[src/rtl/intersection_phase_arbiter.sv]
// Round-robin green/yellow/all-red phase arbiter for one intersection shared by
// N_APPROACH roads, with min/max green timing and emergency preempt.
module intersection_phase_arbiter #(
    parameter int N_APPROACH = 4,
    parameter int GREEN_MIN  = 5,
    parameter int GREEN_MAX  = 15,
    parameter int YELLOW_T   = 3,
    parameter int ALLRED_T   = 1,
    parameter int CNT_W      = 5
) (
    input  logic                          clk,
    input  logic                          rst,
    input  logic                          tick,
    input  logic [N_APPROACH-1:0]         req,
    input  logic                          preempt,
    input  logic [$clog2(N_APPROACH)-1:0] preempt_id,
    output logic [N_APPROACH-1:0]         green,
    output logic [N_APPROACH-1:0]         yellow,
    output logic [N_APPROACH-1:0]         red,
    output logic [CNT_W-1:0]              phase_cnt,
    output logic [1:0]                    state_out,
    output logic [$clog2(N_APPROACH)-1:0] grant_id
);
    localparam int GW = $clog2(N_APPROACH);

    localparam logic [1:0] S_IDLE   = 2'b00;
    localparam logic [1:0] S_GREEN  = 2'b01;
    localparam logic [1:0] S_YELLOW = 2'b10;
    localparam logic [1:0] S_ALLRED = 2'b11;

    localparam logic [CNT_W-1:0] GMIN_C  = CNT_W'(GREEN_MIN);
    localparam logic [CNT_W-1:0] GMAX_C  = CNT_W'(GREEN_MAX);
    localparam logic [CNT_W-1:0] YEL_C   = CNT_W'(YELLOW_T);
    localparam logic [CNT_W-1:0] AR_C    = CNT_W'(ALLRED_T);
    localparam logic [GW-1:0]    LAST_ID = GW'(N_APPROACH - 1);

    logic [1:0]            state_q, state_d;
    logic [CNT_W-1:0]      elapsed_q, elapsed_d;
    logic [GW-1:0]         grant_q, grant_d;
    logic [N_APPROACH-1:0] green_q, green_d;
    logic [N_APPROACH-1:0] yellow_q, yellow_d;
    logic [N_APPROACH-1:0] red_q, red_d;
    logic [CNT_W-1:0]      cnt_q, cnt_d;

    logic [N_APPROACH-1:0] grant_mask;
    logic [GW-1:0]         rr_id, winner;
    logic                  rr_found, has_winner, competitor;
    logic [CNT_W-1:0]      el_sat, el_plus;
    int                    rr_sum;

    // Round-robin scan starts just after the current grant; the grant itself is seen last.
    always_comb begin
        rr_found = 1'b0;
        rr_id    = grant_q;
        rr_sum   = 0;
        for (int i = 1; i <= N_APPROACH; i++) begin
            rr_sum = int'(grant_q) + i;
            if (rr_sum >= N_APPROACH) rr_sum = rr_sum - N_APPROACH;
            if (!rr_found && req[GW'(rr_sum)]) begin
                rr_found = 1'b1;
                rr_id    = GW'(rr_sum);
            end
        end
        grant_mask = N_APPROACH'(1) << grant_q;
        winner     = preempt ? preempt_id : rr_id;
        has_winner = preempt || (req != '0);
        competitor = ((req & ~grant_mask) != '0) || (preempt && (preempt_id != grant_q));
    end

    always_comb begin
        state_d   = state_q;
        elapsed_d = elapsed_q;
        grant_d   = grant_q;
        el_sat    = (elapsed_q >= GMAX_C) ? GMAX_C : elapsed_q + 1'b1;
        el_plus   = elapsed_q + 1'b1;
        case (state_q)
            S_IDLE: begin
                if (has_winner) begin
                    state_d   = S_GREEN;
                    grant_d   = winner;
                    elapsed_d = '0;
                end
            end
            S_GREEN: begin
                if (preempt && (preempt_id != grant_q)) begin
                    state_d   = S_YELLOW;
                    elapsed_d = '0;
                end else if (!preempt && tick) begin
                    elapsed_d = el_sat;
                    if (competitor && ((el_sat == GMAX_C) ||
                                       ((el_sat >= GMIN_C) && !req[grant_q]))) begin
                        state_d   = S_YELLOW;
                        elapsed_d = '0;
                    end
                end
            end
            S_YELLOW: begin
                if (tick) begin
                    if (el_plus >= YEL_C) begin
                        state_d   = S_ALLRED;
                        elapsed_d = '0;
                    end else begin
                        elapsed_d = el_plus;
                    end
                end
            end
            default: begin
                if (tick) begin
                    if (el_plus >= AR_C) begin
                        elapsed_d = '0;
                        if (has_winner) begin
                            state_d = S_GREEN;
                            grant_d = winner;
                        end else begin
                            state_d = S_IDLE;
                        end
                    end else begin
                        elapsed_d = el_plus;
                    end
                end
            end
        endcase

        // Lamps and countdown are derived from the next state so every output is a flop.
        green_d  = (state_d == S_GREEN)  ? (N_APPROACH'(1) << grant_d) : '0;
        yellow_d = (state_d == S_YELLOW) ? (N_APPROACH'(1) << grant_d) : '0;
        red_d    = ~(green_d | yellow_d);
        case (state_d)
            S_GREEN:  cnt_d = (elapsed_d >= GMAX_C) ? '0 : GMAX_C - elapsed_d;
            S_YELLOW: cnt_d = (elapsed_d >= YEL_C)  ? '0 : YEL_C - elapsed_d;
            S_ALLRED: cnt_d = (elapsed_d >= AR_C)   ? '0 : AR_C - elapsed_d;
            default:  cnt_d = '0;
        endcase
    end

    always_ff @(posedge clk) begin
        if (rst) begin
            state_q   <= S_IDLE;
            elapsed_q <= '0;
            grant_q   <= LAST_ID;
            green_q   <= '0;
            yellow_q  <= '0;
            red_q     <= '1;
            cnt_q     <= '0;
        end else begin
            state_q   <= state_d;
            elapsed_q <= elapsed_d;
            grant_q   <= grant_d;
            green_q   <= green_d;
            yellow_q  <= yellow_d;
            red_q     <= red_d;
            cnt_q     <= cnt_d;
        end
    end

    assign green     = green_q;
    assign yellow    = yellow_q;
    assign red       = red_q;
    assign phase_cnt = cnt_q;
    assign state_out = state_q;
    assign grant_id  = grant_q;
endmodule

[config.mk]
export PLATFORM = sky130hd
export DESIGN_NAME = intersection_phase_arbiter
export DESIGN_NICKNAME = d
export VERILOG_FILES = /design/src/rtl/intersection_phase_arbiter.sv
export SDC_FILE = /design/constraint.sdc
export NUM_CORES = 1
export LEC_CHECK = 0
export CAP_MARGIN = 20
export CORE_MARGIN = 10
export CORE_UTILIZATION = 44
export DETAILED_ROUTE_END_ITERATION = 10
export PLACE_DENSITY = 0.71
export SYNTH_ARGS = -nofsm -noshare
export SYNTH_HDL_FRONTEND = slang
export SYNTH_SLANG_ARGS = --single-unit
[constraint.sdc]
create_clock -name clk -period 3.53 [get_ports clk]
set_input_delay 0.353 -clock clk [delete_from_list [all_inputs] [get_ports clk]]
set_output_delay 0.353 -clock clk [all_outputs]
set_load 0.005 [all_outputs]
==> results.ini, run 1 <==
[routing]
drt_iter0_markers = 144
viasPerCell = 5.75
drtAntennaViolNets = 0
drtPass1Iterations = 5
drt-total-wl_mm = 4.73
drc = 0
dr_total_vias = 1781
routedWlPerCell_microns = 15.3

[setup_path]
crit_path_max_incr_delay_ns = 0.36
cpMostUsedCell = ha_1
crit_path_cell_trace = ha_1, and3_1, ha_1, nor4b_2, a41oi_2, nor4_1, a22oi_1, o21a_1, inv_1, ha_1, inv_1, or2_1, o2111ai_2, o2bb2a_2, nor2_1
crit_type = flip-flop to flip-flop
regToRegEndpoint = phase_cnt[2]
worstSetupEndpointType = flip-flop
r2r-start = elapsed_q[0]
crit_path_start_kind = flip-flop
r2r_slack_ns = 0.30
arrival_ns = 3.39
reg2reg_depth = 15
slowest_stage = ha_1
critPathMaxFanout = 6
cp.required_ns = 3.69

[pwr]
power_frac_seq = 0.425
vdd_drop_max_v = 0.000268
p_per_area_mw_per_mm2 = 331
p_int_w = 0.000542
comb_power_share = 0.372
leakagePower_nw = 0.961
power_frac_clock = 0.202
netSwitchingPower_w = 0.000254
power_w = 0.000796
p_sw_frac = 0.319

[sta]
slew_viol_final = 0
period_minus_slack_ns = 3.23
fmax_ghz = 0.309
fin_crit_sh = 0.915
setup_violations = 0
tns_ns = 0
relSlewSlack = 0.520
hold_viol = 0
clock_skew_ns = 0.00386
rsz0062_at_grt = no
tightestPinTransition_ns = 0.713

[global_routing]
track_usage = 0.128
grt_max_degree = 14
gr-total-overflow = 0
grt_pass1_wl_mm = 8.09
antenna_found_initial = 0
first_global_vias = 1724

[logic_synthesis]
synth-seq-cells = 26
synth_cells = 222
synth_area_sq_mm = 0.00195
synth_edf_count = 0
synth_fp_nets = 247
synthesis.area_per_instance_sq_um = 8.80
ys_async_sr_fraction = 0
synth_ff_type = dfxtp_1
synth_warnings = 0
seq_area_frac_synth = 0.266
yosysUniqueCellTypes = 72

[clock_tree]
cts_hold_buf = 0
cts_repair_resize_count = 0
cts_tree = yes
cts.htree.levels = 1
clock_latency_ns = 0.27
cts-root-buf = clkbuf_8
postCtsSetupBuffers = 0
cts_sinks = 26
cts_max_path_buffers = 2
clkTransAtPathRegs_ns = 0.08
numCtsBuffers = 3

[outcome]
status = finished, final reports clean

[hold_path]
hold_depth = 3
hp-start = elapsed_q[2]
whs_endpoint = elapsed_q[2]
hp-class = flip-flop to flip-flop

[finish]
syn2layout_area_growth_pct = 23.1
drive_gt1_frac = 0.147
nets = 285
final_common_cell = clkdlybuf4s50_1
antennaDiodeCount = 0
fill_cells = 406
final_area_sq_mm = 0.00240
final_cell_mix = clkdlybuf4s50_1, dfxtp_1, nor2_1, nand2_1, ha_1
fin_cells = 310

[run]
drv_cap = 0

[floorplan]
die_w_microns = 86.6
initial_core_util = 0.452
coreArea_sq_mm = 0.00432
die_h_microns = 86.6
ios = 31
die_area_sq_mm = 0.00750
placementRows = 24

[place]
placement.io_buffers = 30
place_congestion = 0.896
dp_hpwl_mm = 3.67
placed_cells = 306
placed_area_sq_mm = 0.00235

-- registers in the layout, summed over array words and instances, names as in the netlist --
| signal | flops |
|---|---|
| state_out | 2 |
| yellow | 4 |
| elapsed_q | 5 |
| phase_cnt | 5 |
| grant_id | 2 |
| green | 4 |
| red | 4 |
-- cells by family after synthesis --
group | share of synthesized area
xor+xnor | 0.0179
fa+ha+maj | 0.0961
simple gates | 0.273
compound gates | 0.259
buf+inv | 0.0487
mux | 0.0391
flops | 0.266
-- layer usage --
layer | GRT usage | wire, microns | up-vias
met5 | 0 | 0 | -
met4 | 0.0457 | 57 | 0
met3 | 0.0413 | 448 | 5
met2 | 0.194 | 2050 | 59
met1 | 0.164 | 2170 | 826
li1 | - | - | 891
-- layout make-up --
class,instances,area (sq um),share of cell area
Tap cell,52,65.1,0.0271
Inverter,14,52.6,0.0219
Clock buffer,3,41.3,0.0172
Multi-Input combinational cell,174,1340,0.559
Sequential cell,26,520,0.217
Timing Repair Buffer,41,380,0.158
-- cells in the mapped netlist (all sizes together), types with 2 or more instances --
| master | number | area share |
|---|---|---|
| nand3 | 6 | 0.015 |
| clkbuf | 3 | 0.0058 |
| dfxtp | 26 | 0.27 |
| o21a | 7 | 0.028 |
| o311ai | 2 | 0.013 |
| o2111ai | 3 | 0.017 |
| and2 | 3 | 0.0096 |
| a21oi | 6 | 0.015 |
| a22oi | 2 | 0.010 |
| a41oi | 2 | 0.013 |
| ha | 15 | 0.096 |
| a32oi | 2 | 0.019 |
| or3 | 3 | 0.012 |
| nor3 | 8 | 0.021 |
| a31oi | 3 | 0.0096 |
| xor2 | 3 | 0.013 |
| o21ai | 9 | 0.023 |
| nor3b | 4 | 0.023 |
| inv | 14 | 0.027 |
| nand2b | 10 | 0.036 |
| nor2 | 22 | 0.046 |
| buf | 5 | 0.016 |
| nor2b | 4 | 0.013 |
| o22ai | 2 | 0.0064 |
| nand3b | 5 | 0.019 |
| o221ai | 2 | 0.012 |
| mux2i | 2 | 0.010 |
| or2 | 2 | 0.0064 |
| nand2 | 17 | 0.034 |
| o311a | 2 | 0.010 |
| mux2 | 3 | 0.017 |
| o211ai | 2 | 0.015 |
-- worst max-delay path by stage --
stage / depth (start not counted) / to / startpoint
global placement: 15 / phase_cnt[2] / elapsed_q[0]
global route: 15 / phase_cnt[2] / elapsed_q[0]
finish: 15 / phase_cnt[2] / elapsed_q[0]
floorplan: 15 / phase_cnt[2] / elapsed_q[1]
CTS: 15 / phase_cnt[2] / elapsed_q[0]
detailed placement: 15 / phase_cnt[2] / elapsed_q[0]
-- stage by stage --
step | util | hold slack, ns | worst slack (ns)
after floorplan | - | 0.561 | 0.513
after global placement | 0.544 | 0.741 | 0.299
after detailed placement | 0.544 | 0.732 | 0.232
after CTS | 0.553 | 0.744 | 0.207
after global routing | 0.556 | 0.803 | 0.0494
final | 0.556 | 0.745 | 0.298
-- power groups by stage --
stage	Combinational (W)	Clock [W]	Sequential [W]
after floorplan	0.000183	0	0.000342
after global placement	0.000289	0	0.000344
after detailed placement	0.000292	0	0.000345
after CTS	0.000294	0.000166	0.000339
after global routing	0.000330	0.000180	0.000341
final	0.000296	0.000161	0.000339
-- critical path: cells and delay by family, from the launching register on --
| family | cells | cell delay (ns) |
|---|---|---|
| AOI/OAI and AO/OA | 5 | 0.84 |
| adders and majority gates | 3 | 0.76 |
| DFF | 1 | 0.32 |
| buffers and inverters | 2 | 0.14 |
| and+or+nand+nor | 5 | 1.06 |
(Power assumes the default switching activity.)
==> inputs of run 2 (changes only) <==
--- a/config.mk
+++ b/config.mk
@@ -9,7 +9,7 @@
 export CORE_MARGIN = 10
 export CORE_UTILIZATION = 44
 export DETAILED_ROUTE_END_ITERATION = 10
-export PLACE_DENSITY = 0.71
+export PLACE_DENSITY = 0.68
 export SYNTH_ARGS = -nofsm -noshare
 export SYNTH_HDL_FRONTEND = slang
 export SYNTH_SLANG_ARGS = --single-unit
==> constraint.sdc (replaced) <==
create_clock -name clk -period 3.5 [get_ports clk]
set_input_delay 0.35 -clock clk [delete_from_list [all_inputs] [get_ports clk]]
set_output_delay 0.35 -clock clk [all_outputs]
set_load 0.005 [all_outputs]
==> results.ini, run 2 (synthesis results as in run 1) <==
[finish]
antennaDiodeCount = 0  ; unchanged
nets = 285  ; unchanged
final_area_sq_mm = 0.00244  ; +1.6%
final_cell_mix = clkdlybuf4s50_1, dfxtp_1, nor2_1, nand2_1, ha_1
syn2layout_area_growth_pct = 25.0
fill_cells = 417  ; +2.7%
final_common_cell = clkdlybuf4s50_1
drive_gt1_frac = 0.154  ; +0.00715
post-route-util = 0.565  ; +0.00897

[routing]
drt_iter0_markers = 112  ; -22%
dr_total_vias = 1808  ; +1.5%
viasPerCell = 5.81  ; +1.2%
drtAntennaViolNets = 0  ; unchanged
drtPass1Iterations = 4  ; -1
route.met2.wl_mm = 2.17  ; +5.9%
drc = 0  ; unchanged
drt-total-wl_mm = 4.86  ; +2.8%
routedWlPerCell_microns = 15.6  ; +2.5%
met3_length_microns = 324  ; -28%
wl_met1_mm = 2.32  ; +6.8%
dr.max_layer_used = met4

[floorplan]
die_h_microns = 86.6  ; unchanged
die_w_microns = 86.6  ; unchanged
placementRows = 24  ; unchanged
initial_core_util = 0.452  ; unchanged
coreArea_sq_mm = 0.00432  ; unchanged
die_area_sq_mm = 0.00750  ; unchanged
ios = 31  ; unchanged

[setup_path]
crit_type = flip-flop to flip-flop
worstSetupEndpointType = flip-flop
critPathMaxFanout = 6  ; unchanged
crit_path_start_kind = flip-flop
reg2reg_depth = 15  ; unchanged
arrival_ns = 3.44  ; +0.05 ns
cp.required_ns = 3.66  ; -0.03 ns

[place]
place_congestion = 0.961  ; +7.3%
placement.io_buffers = 30  ; unchanged
dp_hpwl_mm = 3.74  ; +2.0%
placed_area_sq_mm = 0.00235  ; unchanged

[clock_tree]
cts.htree.levels = 1  ; unchanged
clkTransAtPathRegs_ns = 0.09  ; about the same
cts_sinks = 26  ; unchanged
cts_max_path_buffers = 2  ; unchanged
cts-root-buf = clkbuf_8
numCtsBuffers = 3  ; unchanged
cts_tree = yes
postCtsSetupBuffers = 0  ; unchanged
cts_hold_buf = 0  ; unchanged
clock_latency_ns = 0.27  ; about the same

[sta]
fin_crit_sh = 0.937  ; +0.0213
tns_ns = 0  ; unchanged
relSlewSlack = 0.686  ; +0.166
hold_viol = 0  ; unchanged
slew_viol_final = 0  ; unchanged
setup_violations = 0  ; unchanged
tightestPinTransition_ns = 0.465  ; -0.248 ns
holdWs_ns = 0.760  ; +0.0146 ns
clock_skew_ns = 0.00405  ; +0.000196 ns
fmax_ghz = 0.305  ; -1.4%
period_minus_slack_ns = 3.28  ; +0.0469 ns

[hold_path]
hold_depth = 3  ; unchanged
hp-class = flip-flop to flip-flop

[pwr]
power_frac_clock = 0.281  ; +0.079
comb_power_share = 0.336  ; -0.036
leakagePower_nw = 0.977  ; +1.7%
p_sw_frac = 0.299  ; -0.0200
power_w = 0.000890  ; +12%
p_per_area_mw_per_mm2 = 364  ; +10%
power_frac_seq = 0.383  ; -0.042
vdd_drop_max_v = 0.000303  ; +13%
p_int_w = 0.000623  ; +15%
netSwitchingPower_w = 0.000266  ; +4.7%

[run]
drv_cap = 0  ; unchanged

[global_routing]
grt_max_degree = 16  ; +2
first_global_vias = 1729  ; +0.29%
grt_pass1_wl_mm = 8.35  ; +3.2%
antenna_found_initial = 0  ; unchanged
track_usage = 0.131  ; +0.00386
gr-total-overflow = 0  ; unchanged

[outcome]
status = finished, final reports clean

==> run 2: cell count changes in the layout (fill, tap and decap cells not counted), sizes merged <==
cell | before | now
bufinv | 0 | 1
==> run 2: per-layer routing <==
layer / track usage / vias to the layer above
met3: 0.0338 / 4
met4: 0.0353 / 0
met2: 0.203 / 45
met5: 0 / -
li1: - / 897
met1: 0.176 / 862
==> run 2: final timing paths <==
check	startpoint	end	slack [ns]
worst min-delay path	elapsed_q[2]	elapsed_q[2]	0.76
worst min register to register	elapsed_q[2]	elapsed_q[2]	0.76
worst max-delay path	elapsed_q[0]	phase_cnt[2]	0.22
worst max register to register	elapsed_q[0]	phase_cnt[2]	0.22
==> run 2: per-stage QoR <==
stage               cells  setup WS (ns)
floorplan             222          0.483
global placement      306          0.272
detailed placement    306          0.185
CTS                   310          0.165
global route          311        -0.0160
finish                311          0.221
==> run 2: power groups by stage <==
stage          Clock [W]  Combinational, W  Sequential, W
6_report        0.000250          0.000299       0.000341
2_1_floorplan          0          0.000184       0.000345
5_1_grt         0.000264          0.000334       0.000344
3_5_place_dp           0          0.000294       0.000348
4_1_cts         0.000255          0.000296       0.000341
3_3_place_gp           0          0.000290       0.000348
==> run 2: cell type report <==
class | instances | area, sq um | share of cell area
clock buffer | 3 | 41.3 | 0.0169
inverter | 14 | 52.6 | 0.0215
timing repair buffer | 41 | 383 | 0.157
tap | 52 | 65.1 | 0.0266
clock inverter | 1 | 30.0 | 0.0123
sequential | 26 | 520 | 0.213
multi-input combinational | 174 | 1350 | 0.553
==> run 2: worst max-delay path, stage by stage, from the launching register on <==
cell and delay [ns]:
dfxtp_1 0.33, ha_1 0.26, and3_1 0.20, ha_1 0.36, nor4b_2 0.25, a41oi_2 0.10
nor4_2 0.35, a22oi_1 0.11, o21a_1 0.22, inv_1 0.11, ha_1 0.14, inv_1 0.03
or2_1 0.23, o2111ai_2 0.22, o2bb2a_2 0.21, nor2_1 0.03
==> run 2: repair_timing <==
item	CTS	global route
endpoints found under the setup margin	0	3
hold endpoints to repair	0	0
gates resized for setup	0	2
==> inputs of run 3 (changes only) <==
--- a/config.mk
+++ b/config.mk
@@ -8,6 +8,8 @@
 export CAP_MARGIN = 20
 export CORE_MARGIN = 10
 export CORE_UTILIZATION = 44
+export CTS_BUF_LIST = sky130_fd_sc_hd__clkbuf_8
+export CTS_CLUSTER_SIZE = 30
 export DETAILED_ROUTE_END_ITERATION = 10
 export PLACE_DENSITY = 0.68
 export SYNTH_ARGS = -nofsm -noshare
==> results of run 3 <==
Final layout, timing and power as in run 2 (identical DEF).
